### src/rtl/btn_event_fifo.sv
// Button event queue: four press pulses coalesce into pending flags, drained L>R>U>D
// into a first-word-fall-through FIFO. Define BTN_EVT_DROP_CNT_EN to add o_drop_cnt.
module btn_event_fifo #(
    parameter int unsigned DEPTH  = 4,
    parameter logic [7:0]  CODE_L = 8'h4C,
    parameter logic [7:0]  CODE_R = 8'h52,
    parameter logic [7:0]  CODE_U = 8'h55,
    parameter logic [7:0]  CODE_D = 8'h44
) (
    input  logic       clk,
    input  logic       rst,
    input  logic       i_btn_l,
    input  logic       i_btn_r,
    input  logic       i_btn_u,
    input  logic       i_btn_d,
    output logic [7:0] o_data,
    output logic       o_valid,
    input  logic       i_ready,
    output logic       o_full
`ifdef BTN_EVT_DROP_CNT_EN
    ,
    output logic [7:0] o_drop_cnt
`endif
);

    localparam int unsigned AW = $clog2(DEPTH);
    localparam int unsigned CW = AW + 1;

    logic [3:0]    pulse;
    logic [3:0]    pend;
    logic [3:0]    grant;
    logic [3:0]    clr;
    logic [3:0]    drop;
    logic [7:0]    wr_code;
    logic          wr;
    logic          pop;
    logic          full;
    logic [AW-1:0] wr_ptr;
    logic [AW-1:0] rd_ptr;
    logic [CW-1:0] count;
    logic [7:0]    mem [DEPTH];

    assign pulse = {i_btn_d, i_btn_u, i_btn_r, i_btn_l};

    always_comb begin
        grant   = '0;
        wr_code = '0;
        if (pend[0]) begin
            grant   = 4'b0001;
            wr_code = CODE_L;
        end else if (pend[1]) begin
            grant   = 4'b0010;
            wr_code = CODE_R;
        end else if (pend[2]) begin
            grant   = 4'b0100;
            wr_code = CODE_U;
        end else if (pend[3]) begin
            grant   = 4'b1000;
            wr_code = CODE_D;
        end
    end

    assign full    = (count == CW'(DEPTH));
    assign o_valid = (count != '0);
    assign o_full  = full;
    assign pop     = o_valid & i_ready;
    // A pop in the same cycle frees the slot, so a full queue still accepts a write.
    assign wr      = (|pend) & (~full | pop);
    assign clr     = wr ? grant : '0;
    assign drop    = pulse & pend & ~clr;
    assign o_data  = o_valid ? mem[rd_ptr] : '0;

    always_ff @(posedge clk or negedge rst) begin
        if (!rst) begin
            pend   <= '0;
            wr_ptr <= '0;
            rd_ptr <= '0;
            count  <= '0;
        end else begin
            pend <= (pend & ~clr) | pulse;
            if (wr)
                wr_ptr <= wr_ptr + AW'(1);
            if (pop)
                rd_ptr <= rd_ptr + AW'(1);
            case ({wr, pop})
                2'b10:   count <= count + CW'(1);
                2'b01:   count <= count - CW'(1);
                default: count <= count;
            endcase
        end
    end

    always_ff @(posedge clk) begin
        if (wr)
            mem[wr_ptr] <= wr_code;
    end

`ifdef BTN_EVT_DROP_CNT_EN
    logic [2:0] n_drop;
    logic [8:0] drop_sum;

    assign n_drop   = 3'(drop[0]) + 3'(drop[1]) + 3'(drop[2]) + 3'(drop[3]);
    assign drop_sum = {1'b0, o_drop_cnt} + {6'b0, n_drop};

    always_ff @(posedge clk or negedge rst) begin
        if (!rst)
            o_drop_cnt <= '0;
        else
            o_drop_cnt <= drop_sum[8] ? 8'hFF : drop_sum[7:0];
    end
`endif

endmodule

### config.mk
export PLATFORM = sky130hd
export DESIGN_NAME = btn_event_fifo
export DESIGN_NICKNAME = d
export VERILOG_FILES = /design/src/rtl/btn_event_fifo.sv
export SDC_FILE = /design/constraint.sdc
export NUM_CORES = 1
export LEC_CHECK = 0
export CAP_MARGIN = 20
export CORE_MARGIN = 2
export CORE_UTILIZATION = 59
export DETAILED_ROUTE_END_ITERATION = 16
export PLACE_DENSITY = 0.88
export SLEW_MARGIN = 20
export SYNTH_ARGS = -nofsm -noshare
export SYNTH_HDL_FRONTEND = slang
export SYNTH_SLANG_ARGS = --single-unit
### constraint.sdc
create_clock -name clk -period 4.1 [get_ports clk]
set_input_delay 0.82 -clock clk [delete_from_list [all_inputs] [get_ports clk]]
set_output_delay 0.82 -clock clk [all_outputs]
set_load 0.02 [all_outputs]
* After elaboration in Yosys (flattened, before gate mapping)
Memory sizes are Yosys's and may differ from the RTL's.
Cells that the tools add are included.
** Cells by class
- $add $sub $neg :: 4
- Equal/unequal tests :: 3
- Mux-type cells :: 13
- Bitwise operators :: 7
- Reductions and logical operators :: 3
** Operator list (count)
- two-way mux 7 bit :: 4
- two-way mux 4 bit :: 5
- two-way mux 8 bit :: 1
- case mux 3 bit (2 select lines) :: 1
- adder 2 x 1 -> 2 bit (second input constant) :: 2
- AND 4 bit :: 1
- NOT 4 bit :: 1
- bitwise OR 4 bit :: 1
- OR reduction 4 bit :: 1
- adder 3 x 1 -> 3 bit (second input constant) :: 1
- equality test 3 bit (second input constant) :: 1
- nonzero test 3 bit :: 1
- subtractor 3 x 1 -> 3 bit (second input constant) :: 1
- AND 1 bit :: 2
- equality test 2 x 1 -> 1 bit (second input constant) :: 1
- equality test 2 bit (second input constant) :: 1
- two-way mux 1 bit :: 2
- nonzero test 2 bit :: 1
- NOT 1 bit :: 1
- bitwise OR 1 bit :: 1
** Storage, ports and cells
- Flip-flop bits (word level) :: 11
- RAM bits :: 28
- Output and inout port bits :: 10
- Logic and storage cells :: 35
- Memories :: 1
** Memories
- mem :: depth 4, width 7, rd ports 1, clocked after memory_dff 0, wr ports 1, RTL line 41 : logic [7:0] mem [DEPTH];

* Depth between registers and ports, before layout
Gate-level depths: netlist of run 1.
- Depth after elaboration :: 8
- Mapped depth :: 7
- Gate-level depth less buffers :: 6

* Worst setup path before layout of run 1
OpenSTA, ideal clock, no wires.
- Path type :: input -> register
- Start :: input port i_ready
- End :: register count[2]
- Library setup time :: 0.133 ns
- Data arrival time :: 2.217 ns
- Data required time :: 3.967 ns
- Path slack :: 1.750 ns
- Stages :: 6
- Buffers on the path :: 1
- Path through :: clkbuf_1 > nand3_1 > fa_1 > or3_1 > a31oi_1 > o211ai_1
** Between the ends
- Longest elaborated chain between the ends :: 5
- Elaborated cells on any way between the ends :: 7
- Classes of those cells :: eq/ne (2); mux (1); bitwise (3); reduce/logical (1)
** RTL lines
- start: declaration :: RTL line 18 : input logic i_ready,
- AND 1 bit (*) :: RTL line 66 : assign pop = o_valid & i_ready;
- bitwise OR 1 bit :: RTL line 68 : assign wr = (|pend) & (~full | pop);
- AND 1 bit :: RTL line 68
- equality test 2 x 1 -> 1 bit or equality test 2 bit (tied branches) :: RTL line 85 : case ({wr, pop})
- case mux 3 bit (2 select lines) or nonzero test 2 bit (tied branches)
- end signal: assignment :: RTL line 86 : 2'b10: count <= count + CW'(1);
- end signal: assignment :: RTL line 87 : 2'b01: count <= count - CW'(1);
- end signal: assignment :: RTL line 88 : default: count <= count;
- end: declaration :: RTL line 40 : logic [CW-1:0] count;
Mark *: on every way between the ends. The rest lies on a longest branch, timed or not.
A chain may end at the register's enable or synchronous reset.

* Worst setup path after layout of run 1
- Start :: register rd_ptr[0]
- End :: output port o_data[2]
** Between the ends
- Longest elaborated chain between the ends :: 2
** RTL lines
- start: declaration :: RTL line 39 : logic [AW-1:0] rd_ptr;
- start signal: assignment :: RTL line 84 : rd_ptr <= rd_ptr + AW'(1);
- memory read (4 x 7 bit)
- two-way mux 8 bit :: RTL line 71 : assign o_data = o_valid ? mem[rd_ptr] : '0;
- end: declaration :: RTL line 16 : output logic [7:0] o_data,
No other way between the ends.

==> impl_metrics.toml, run 1 <==
[run_status]
status = "completed"

[final_layout]
final_nets = 136
multi_input_area_um2 = 570.5
seqCellArea_um2 = 996.0
fillCellCount = 180
synthToLayoutAreaGrowth_pct = 12.15
final_cells = 155
diodes = 0
drive_gt1_frac = 0.1360

[timing]
setup_tns_ns = 0
period_minus_slack_ns = 3.062
fmax_mhz = 326.6
setup_violations = 0
slew_violations = 0
skew_ns = 0.007062
rsz0062_at_grt = "no"
hold_viol = 0
fin_crit_sh = 0.7468

[power_and_ir_drop]
vdd_drop_max_mv = 0.5007
p_per_area_nw_per_um2 = 740.8
p_leak_nw = 0.6320
p_total_w = 0.001343

[drt]
wl_um = 2647
first_pass_iters = 4
avgViaCountPerCell = 5.948
drcViolationCount = 0
wl_per_cell_um = 17.08
routed-via-count = 922
ant_nets = 0
first_iter_violations = 37

[die]
fp.dieW_um = 56.35
io_pins = 17
coreArea_um2 = 2545
start_util = 0.6352
die_y_um = 56.35
die-area_um2 = 3175
num_rows = 18

[clock_tree]
cts-root-buf = "clkbuf_4"
numCtsBuffers = 5
cts.reportedPaths.clkPinSlew_ns = 0.09
clk_latency_ns = 0.33
cts_tree = "yes"
ctsResizeCount = 0
cts_hold_buf = 0
cts_sinks = 35
post-cts-setup-buffer-count = 0
cts_htree_levels = 2
clockBufferDepth = 2

[global_route]
track_usage = 0.1876
grt_pass1_wl_um = 4298
grt_max_degree = 14
overflow = 0
antenna_found_initial = 0
grt_pass1_vias = 887

[setup_path]
worstSetupEndpointType = "primary output"
worst-r2r-setup-slack_ns = 1.71
worstSetupPathType = "flop to primary output"
required_ns = 3.28
path_cells = "mux4_2, and2_1, clkdlybuf4s50_1"
crit_fanout = 8
r2r_start = "pend[1]$_DFF_PN0_"
cp_data_arrival_time_ns = 2.24
r2r-end = "count[2]$_DFFE_PN0P_"
reg2regPathDepth = 6
crit_end = "o_data[2]"
max_stage_delay_ns = 0.66
slowest_stage = "dfrtp_1"
crit_start = "rd_ptr[0]$_DFFE_PN0P_"
start_kind = "flop"

[place]
dp.cells = 147
place.gp.congestion = 0.7802
detailedPlacementHpwl_um = 1960
portBuffers = 14

[logic_synthesis]
netlist_top_cells_area = "edfxtp_1, dfrtp_1, mux4_2"
synth_edf_count = 24
synthCells = 109
seq_area_frac_synth = 0.6161
ys_ff_latch = 35
synth_top_area_frac = 0.4458
post-synth-top-area-cell = "edfxtp_1"
syn_avg_cell_area_um2 = 14.83
async_flop_share = 0.3143
synth_flop_cell = "edfxtp_1"
synth.most_common_cell = "edfxtp_1"
syn-cell-area_um2 = 1617
synth.top_cells.by_count = "edfxtp_1, dfrtp_1, and2_1, mux4_2"
synth_warnings = 0
yosysUniqueCellTypes = 36

[hold_path]
hp-class = "flop to flop"

[run]
cap_violations = 0
## placed cells by master (no fill, tap or decap), drive strengths merged, types with 2 or more instances in the layout
cell            n
and2           10
ha              4
nor2            5
clkdlybuf4s50  14
nor2b           2
o21bai          2
nand2b          3
xnor2           5
nor3b           2
nor4            2
nand3           3
edfxtp         24
dfrtp          11
or3             2
and3            2
inv             5
clkbuf          7
conb            2
mux4            6
## worst max-delay path: cells and delay by family (launching register included)
family	cells	cell delay [ns]
AND/OR/NAND/NOR	1	0.17
multiplexers	1	0.56
flip-flops	1	0.66
buffers and inverters	1	0.53
## cell type report
type,count,share of cell area
clock buffer,7,0.02484
clock inverter,1,0.002761
inverter,5,0.01035
multi-input combinational,63,0.3147
sequential,35,0.5493
tap,30,0.02070
timing repair buffer,14,0.07729
## power by group
| group | internal, W | total (W) | switching (W) |
|---|---|---|---|
| logic | 0.000287 | 0.000558 | 0.000271 |
| registers | 0.000518 | 0.000615 | 0.0000974 |
| clock network | 0.0000668 | 0.000170 | 0.000104 |
| total | 0.000871 | 0.00134 | 0.000472 |
## kinds of logic after synthesis
group	after synthesis	synth area share
simple gates	32	0.1262
xor+xnor	5	0.02709
fa+ha+maj	5	0.04335
compound gates	12	0.06115
other cells	1	0.002320
mux	7	0.09056
flops	35	0.6161
buf+inv	12	0.03327
## sequential cells by signal, indices dropped and copies added, names as in the netlist
register  flops
count         3
mem          24
pend          4
rd_ptr        2
wr_ptr        2
## stage by stage
stage	util	hold WS [ns]	instance area (um^2)	setup slack, ns
after floorplan	-	0.4710	1620	1.750
after global placement	0.6927	0.5441	1763	1.347
after detailed placement	0.6927	0.5757	1763	1.202
after CTS	0.7124	0.5918	1813	1.003
after global routing	0.7124	0.6111	1813	0.9164
final	0.7124	0.5830	1813	1.038
## worst min-delay path by stage
stage	from	endpoint	slack (ns)	cells past startpoint
global route	pend[3]$_DFF_PN0_	pend[3]$_DFF_PN0_	0.61	2
detailed placement	wr_ptr[1]$_DFFE_PN0P_	wr_ptr[1]$_DFFE_PN0P_	0.58	1
CTS	pend[3]$_DFF_PN0_	pend[3]$_DFF_PN0_	0.59	2
global placement	wr_ptr[1]$_DFFE_PN0P_	wr_ptr[1]$_DFFE_PN0P_	0.54	1
finish	wr_ptr[1]$_DFFE_PN0P_	wr_ptr[1]$_DFFE_PN0P_	0.58	1
floorplan	pend[0]$_DFF_PN0_	mem[0][3]$_DFFE_PP_	0.47	0
## routing by layer
metal  GRT usage  routed length (um)  vias to the layer above
met4     0.09184                  46                        0
met5           0                   0                        -
met3     0.04839                 126                        5
met1      0.2314                1110                      463
li1            -                   -                      426
met2      0.3076                1363                       28
Power figures use the tool's default switching activity.
==> run 2: changes to the inputs <==
--- a/config.mk
+++ b/config.mk
@@ -7,9 +7,9 @@
 export LEC_CHECK = 0
 export CAP_MARGIN = 20
 export CORE_MARGIN = 2
-export CORE_UTILIZATION = 59
+export CORE_UTILIZATION = 55
 export DETAILED_ROUTE_END_ITERATION = 16
-export PLACE_DENSITY = 0.88
+export PLACE_DENSITY = 0.83
 export SLEW_MARGIN = 20
 export SYNTH_ARGS = -nofsm -noshare
 export SYNTH_HDL_FRONTEND = slang
==> constraint.sdc (replaced) <==
create_clock -name clk -period 2.9 [get_ports clk]
set_input_delay 0.58 -clock clk [delete_from_list [all_inputs] [get_ports clk]]
set_output_delay 0.58 -clock clk [all_outputs]
set_load 0.02 [all_outputs]
==> impl_metrics.toml, run 2 (synthesis gave the netlist of run 1 again) <==
[final_layout]
final_cell_mix = "edfxtp_1, clkdlybuf4s50_1, and2_1, dfrtp_1, mux4_2"
final_cells = 157
fillCellCount = 196
largest_register_ffs = 24
drive_gt1_frac = 0.1667
diodes = 0
final_nets = 137
top_register = "mem"
stdcell_area_um2 = 1854
final_common_cell = "edfxtp_1"
seqCellArea_um2 = 997.2
synthToLayoutAreaGrowth_pct = 14.71
top_regs = "mem: 24 flops, pend: 4 flops, count: 3 flops"
multi_input_area_um2 = 570.5

[timing]
fin_crit_sh = 0.9298
slew_violations = 0
period_minus_slack_ns = 2.696
relSlewSlack = 0.6596
worst_slew_pin_slew_ns = 0.5091
setup_tns_ns = 0
hold_viol = 0
fmax_mhz = 370.9
skew_ns = 0.007001
setup_violations = 0
rsz0062_at_grt = "no"

[setup_path]
path_cells = "mux4_2, and2_1, clkdlybuf4s50_1"
crit_family = "multiplexers"
worst-r2r-setup-slack_ns = 0.49
reg2regPathDepth = 6
crit_fanout = 8
r2r_start = "pend[0]$_DFF_PN0_"
timing.critical_path.buf_inv = 1
r2r-end = "count[2]$_DFFE_PN0P_"
start_kind = "flop"
cp_data_arrival_time_ns = 2.12
cp.depth = 3
required_ns = 2.32
slowest_stage = "mux4_2"
max_stage_delay_ns = 0.55
worstSetupEndpointType = "primary output"
worstSetupPathType = "flop to primary output"

[run]
cap_violations = 0

[drt]
avgViaCountPerCell = 6.025
wl_met2_um = 1421
wl_met3_um = 144
ant_nets = 0
wl_met1_um = 1035
routed-via-count = 946
top_layer_used = "met4"
first_pass_iters = 4
drcViolationCount = 0
first_iter_violations = 34
wl_um = 2687
wl_per_cell_um = 17.11

[run_status]
status = "completed"

[clock_tree]
cts-root-buf = "clkbuf_4"
clk_latency_ns = 0.34
cts_htree_levels = 2
cts_sinks = 35
clockBufferDepth = 2
cts_tree = "yes"
numCtsBuffers = 5
cts.reportedPaths.clkPinSlew_ns = 0.10
cts_hold_buf = 0

[place]
place.gp.congestion = 0.7936
portBuffers = 14
detailedPlacementHpwl_um = 1985
placed_area_um2 = 1772
dp.cells = 149

[global_route]
antenna_found_initial = 0
grt_max_degree = 14
grt_pass1_vias = 943
grt_pass1_wl_um = 4319
overflow = 0
track_usage = 0.1858

[die]
start_util = 0.5812
die-area_um2 = 3389
coreArea_um2 = 2781
io_pins = 17
fp.dieW_um = 58.22
die_y_um = 58.22
num_rows = 19

[power_and_ir_drop]
p_total_w = 0.001993
p_leak_nw = 0.6530
vdd_drop_max_mv = 0.7712
p_per_area_nw_per_um2 = 1075

[hold_path]
hp-class = "primary input to async pin"
run 2: cell types whose count changed in the layout (fill, tap and decap cells not counted), sizes merged:
cell	previous run	this run
buf	0	1
run 2: cell type report:
cell class | instances | area share
multi-input cells | 63 | 0.3077
clock buffers | 7 | 0.04116
inverters | 5 | 0.01012
well taps | 31 | 0.02092
repair buffers | 15 | 0.07962
flip-flops and latches | 35 | 0.5378
clock inverters | 1 | 0.002699
run 2: timing repair:
action | CTS | global route
resized for setup | 0 | 1
setup buffers | 0 | 0
endpoints found under the setup margin | 0 | 5
run 2: worst max-delay path by stage:
stage	slack [ns]	from	to
2_1_floorplan	0.70	pend[0]$_DFF_PN0_	count[2]$_DFFE_PN0P_
3_3_place_gp	0.48	rd_ptr[0]$_DFFE_PN0P_	o_data[2]
3_5_place_dp	0.43	rd_ptr[0]$_DFFE_PN0P_	o_data[4]
4_1_cts	0.05	rd_ptr[0]$_DFFE_PN0P_	o_data[4]
5_1_grt	0.13	rd_ptr[0]$_DFFE_PN0P_	o_data[0]
6_report	0.20	rd_ptr[0]$_DFFE_PN0P_	o_data[4]
run 2: layer usage:
layer	track usage	up-vias
met5	0	-
met3	0.04688	10
li1	-	433
met1	0.2092	467
met4	0.1196	0
met2	0.3133	36
run 2: stage by stage:
stage	hold WS (ns)	utilization	setup WS, ns
2_1_floorplan	0.2844	-	0.6998
3_3_place_gp	0.5463	0.6370	0.4803
3_5_place_dp	0.5681	0.6370	0.4293
4_1_cts	0.5640	0.6662	0.04685
5_1_grt	0.5730	0.6667	0.1286
6_report	0.5649	0.6667	0.2036
run 2: worst register-to-register path, stage by stage (launching register included):
cell and delay [ns]:
dfrtp_1 0.54, nor4_4 0.48, nand3_1 0.16, fa_1 0.42, or3_1 0.39, a31oi_1 0.19
o211ai_1 0.11
run 2: power by group:
part	switching [W]	leakage, nW	internal (W)
Sequential	0.000133	0.333	0.000734
Combinational	0.000392	0.273	0.000406
Clock	0.000159	0.0464	0.000169
==> run 3: changes to the inputs <==
--- a/config.mk
+++ b/config.mk
@@ -6,7 +6,7 @@
 export NUM_CORES = 1
 export LEC_CHECK = 0
 export CAP_MARGIN = 20
-export CORE_MARGIN = 2
+export CORE_MARGIN = 4
 export CORE_UTILIZATION = 55
 export DETAILED_ROUTE_END_ITERATION = 16
 export PLACE_DENSITY = 0.83
==> impl_metrics.toml, run 3 (synthesis gave the netlist of run 1 again) <==
[run_status]
status = "completed"

[final_layout]
final_cell_mix = "edfxtp_1, clkdlybuf4s50_1, and2_1, dfrtp_1, mux4_2"
seqCellArea_um2 = 997.2
final_nets = 137
drive_gt1_frac = 0.1587
top_regs = "mem: 24 flops, pend: 4 flops, count: 3 flops"
synthToLayoutAreaGrowth_pct = 13.93
diodes = 0
fillCellCount = 209
top_register = "mem"
fin_util = 0.6622
final_cells = 157
multi_input_area_um2 = 570.5
final_common_cell = "edfxtp_1"
stdcell_area_um2 = 1842
largest_register_ffs = 24

[clock_tree]
cts_hold_buf = 0
cts_tree = "yes"
cts_sinks = 35
clk_latency_ns = 0.33
clockBufferDepth = 2
cts-root-buf = "clkbuf_4"
numCtsBuffers = 5
cts.reportedPaths.clkPinSlew_ns = 0.10
cts_htree_levels = 2

[global_route]
antenna_found_initial = 0
overflow = 0
grt_pass1_vias = 907
track_usage = 0.1450
grt_pass1_wl_um = 4222
grt_max_degree = 14

[place]
place.gp.congestion = 0.7057
placed_area_um2 = 1772
dp.cells = 149
pre_cts_ws_ns = 0.4367
portBuffers = 14
detailedPlacementHpwl_um = 1849

[setup_path]
cp_data_arrival_time_ns = 2.09
start_kind = "flop"
slowest_stage = "mux4_2"
path_cells = "mux4_2, and2_1, clkdlybuf4s50_1"
worstSetupPathType = "flop to primary output"
max_stage_delay_ns = 0.53
worstSetupEndpointType = "primary output"
required_ns = 2.32
crit_fanout = 8

[timing]
period_minus_slack_ns = 2.666
slew_violations = 0
fmax_mhz = 375.1
setup_tns_ns = 0
worst_slack_ns = 0.2342
worst_slew_pin_slew_ns = 0.5029
relSlewSlack = 0.6640
skew_ns = 0.004937
hold_viol = 0
fin_crit_sh = 0.9192
rsz0062_at_grt = "no"
setup_violations = 0

[power_and_ir_drop]
p_leak_nw = 0.6451
p_per_area_nw_per_um2 = 1055
vdd_drop_max_mv = 0.8029

[die]
fp.dieW_um = 62.22
io_pins = 17
coreArea_um2 = 2781
die-area_um2 = 3871
die_y_um = 62.22
start_util = 0.5812
num_rows = 19

[drt]
drcViolationCount = 0
first_iter_violations = 24
first_pass_iters = 4
avgViaCountPerCell = 5.752
wl_um = 2499
wl_per_cell_um = 15.92
ant_nets = 0
routed-via-count = 903

[hold_path]
hp-class = "primary input to async pin"

[run]
cap_violations = 0
run 3: cell types whose count changed in the layout (fill, tap and decap cells not counted), sizes merged:
cell	delta
clkbuf	+1
clkinv	-1
run 3: metrics by stage:
stage          hold WS (ns)  power, W
2_1_floorplan        0.2844  0.001389
3_3_place_gp         0.5484  0.001629
3_5_place_dp         0.5620  0.001678
4_1_cts              0.5713  0.001972
5_1_grt              0.5891  0.002070
6_report             0.5717  0.001943
run 3: worst paths after layout:
check / cells after the start / startpoint / to / slack (ns)
min in group clk: 1 / wr_ptr[1]$_DFFE_PN0P_ / wr_ptr[1]$_DFFE_PN0P_ / 0.58
max in group asynchronous: 1 / rst / rd_ptr[0]$_DFFE_PN0P_ / 1.97
worst max register to register: 6 / pend[0]$_DFF_PN0_ / count[2]$_DFFE_PN0P_ / 0.49
worst max-delay path: 3 / rd_ptr[0]$_DFFE_PN0P_ / o_data[4] / 0.23
worst min register to register: 1 / wr_ptr[1]$_DFFE_PN0P_ / wr_ptr[1]$_DFFE_PN0P_ / 0.58
worst min-delay path: 1 / rst / count[0]$_DFFE_PN0P_ / 0.57
run 3: repair_timing:
action,4_1_cts,5_1_grt
resized for setup,0,1
hold endpoints to repair,0,0
buffers inserted,0,0
setup endpoints to repair,0,4
run 3: area by class of cell:
type / instances / area share
Tap cell: 31 / 0.02106
Sequential cell: 35 / 0.5414
Timing Repair Buffer: 15 / 0.08016
Multi-Input combinational cell: 63 / 0.3098
Inverter: 5 / 0.01019
Clock buffer: 8 / 0.03736
run 3: worst max-delay path: cells and delay by family (launching register included):
| kind | cells | cell delay (ns) |
|---|---|---|
| simple gates | 1 | 0.17 |
| flops | 1 | 0.52 |
| buf+inv | 1 | 0.53 |
| mux | 1 | 0.53 |
run 3: report_power, final:
group | switching, W | leakage [nW] | internal [W]
combinational | 0.000381 | 0.273 | 0.000407
sequential | 0.000129 | 0.333 | 0.000733
clock | 0.000150 | 0.0386 | 0.000143
run 3: layer usage:
metal | GRT usage | vias up | routed length [um]
li1 | - | 431 | -
met1 | 0.1675 | 440 | 1038
met2 | 0.2358 | 28 | 1230
met3 | 0.05225 | 4 | 175
met4 | 0.07317 | 0 | 55
met5 | 0 | - | 0
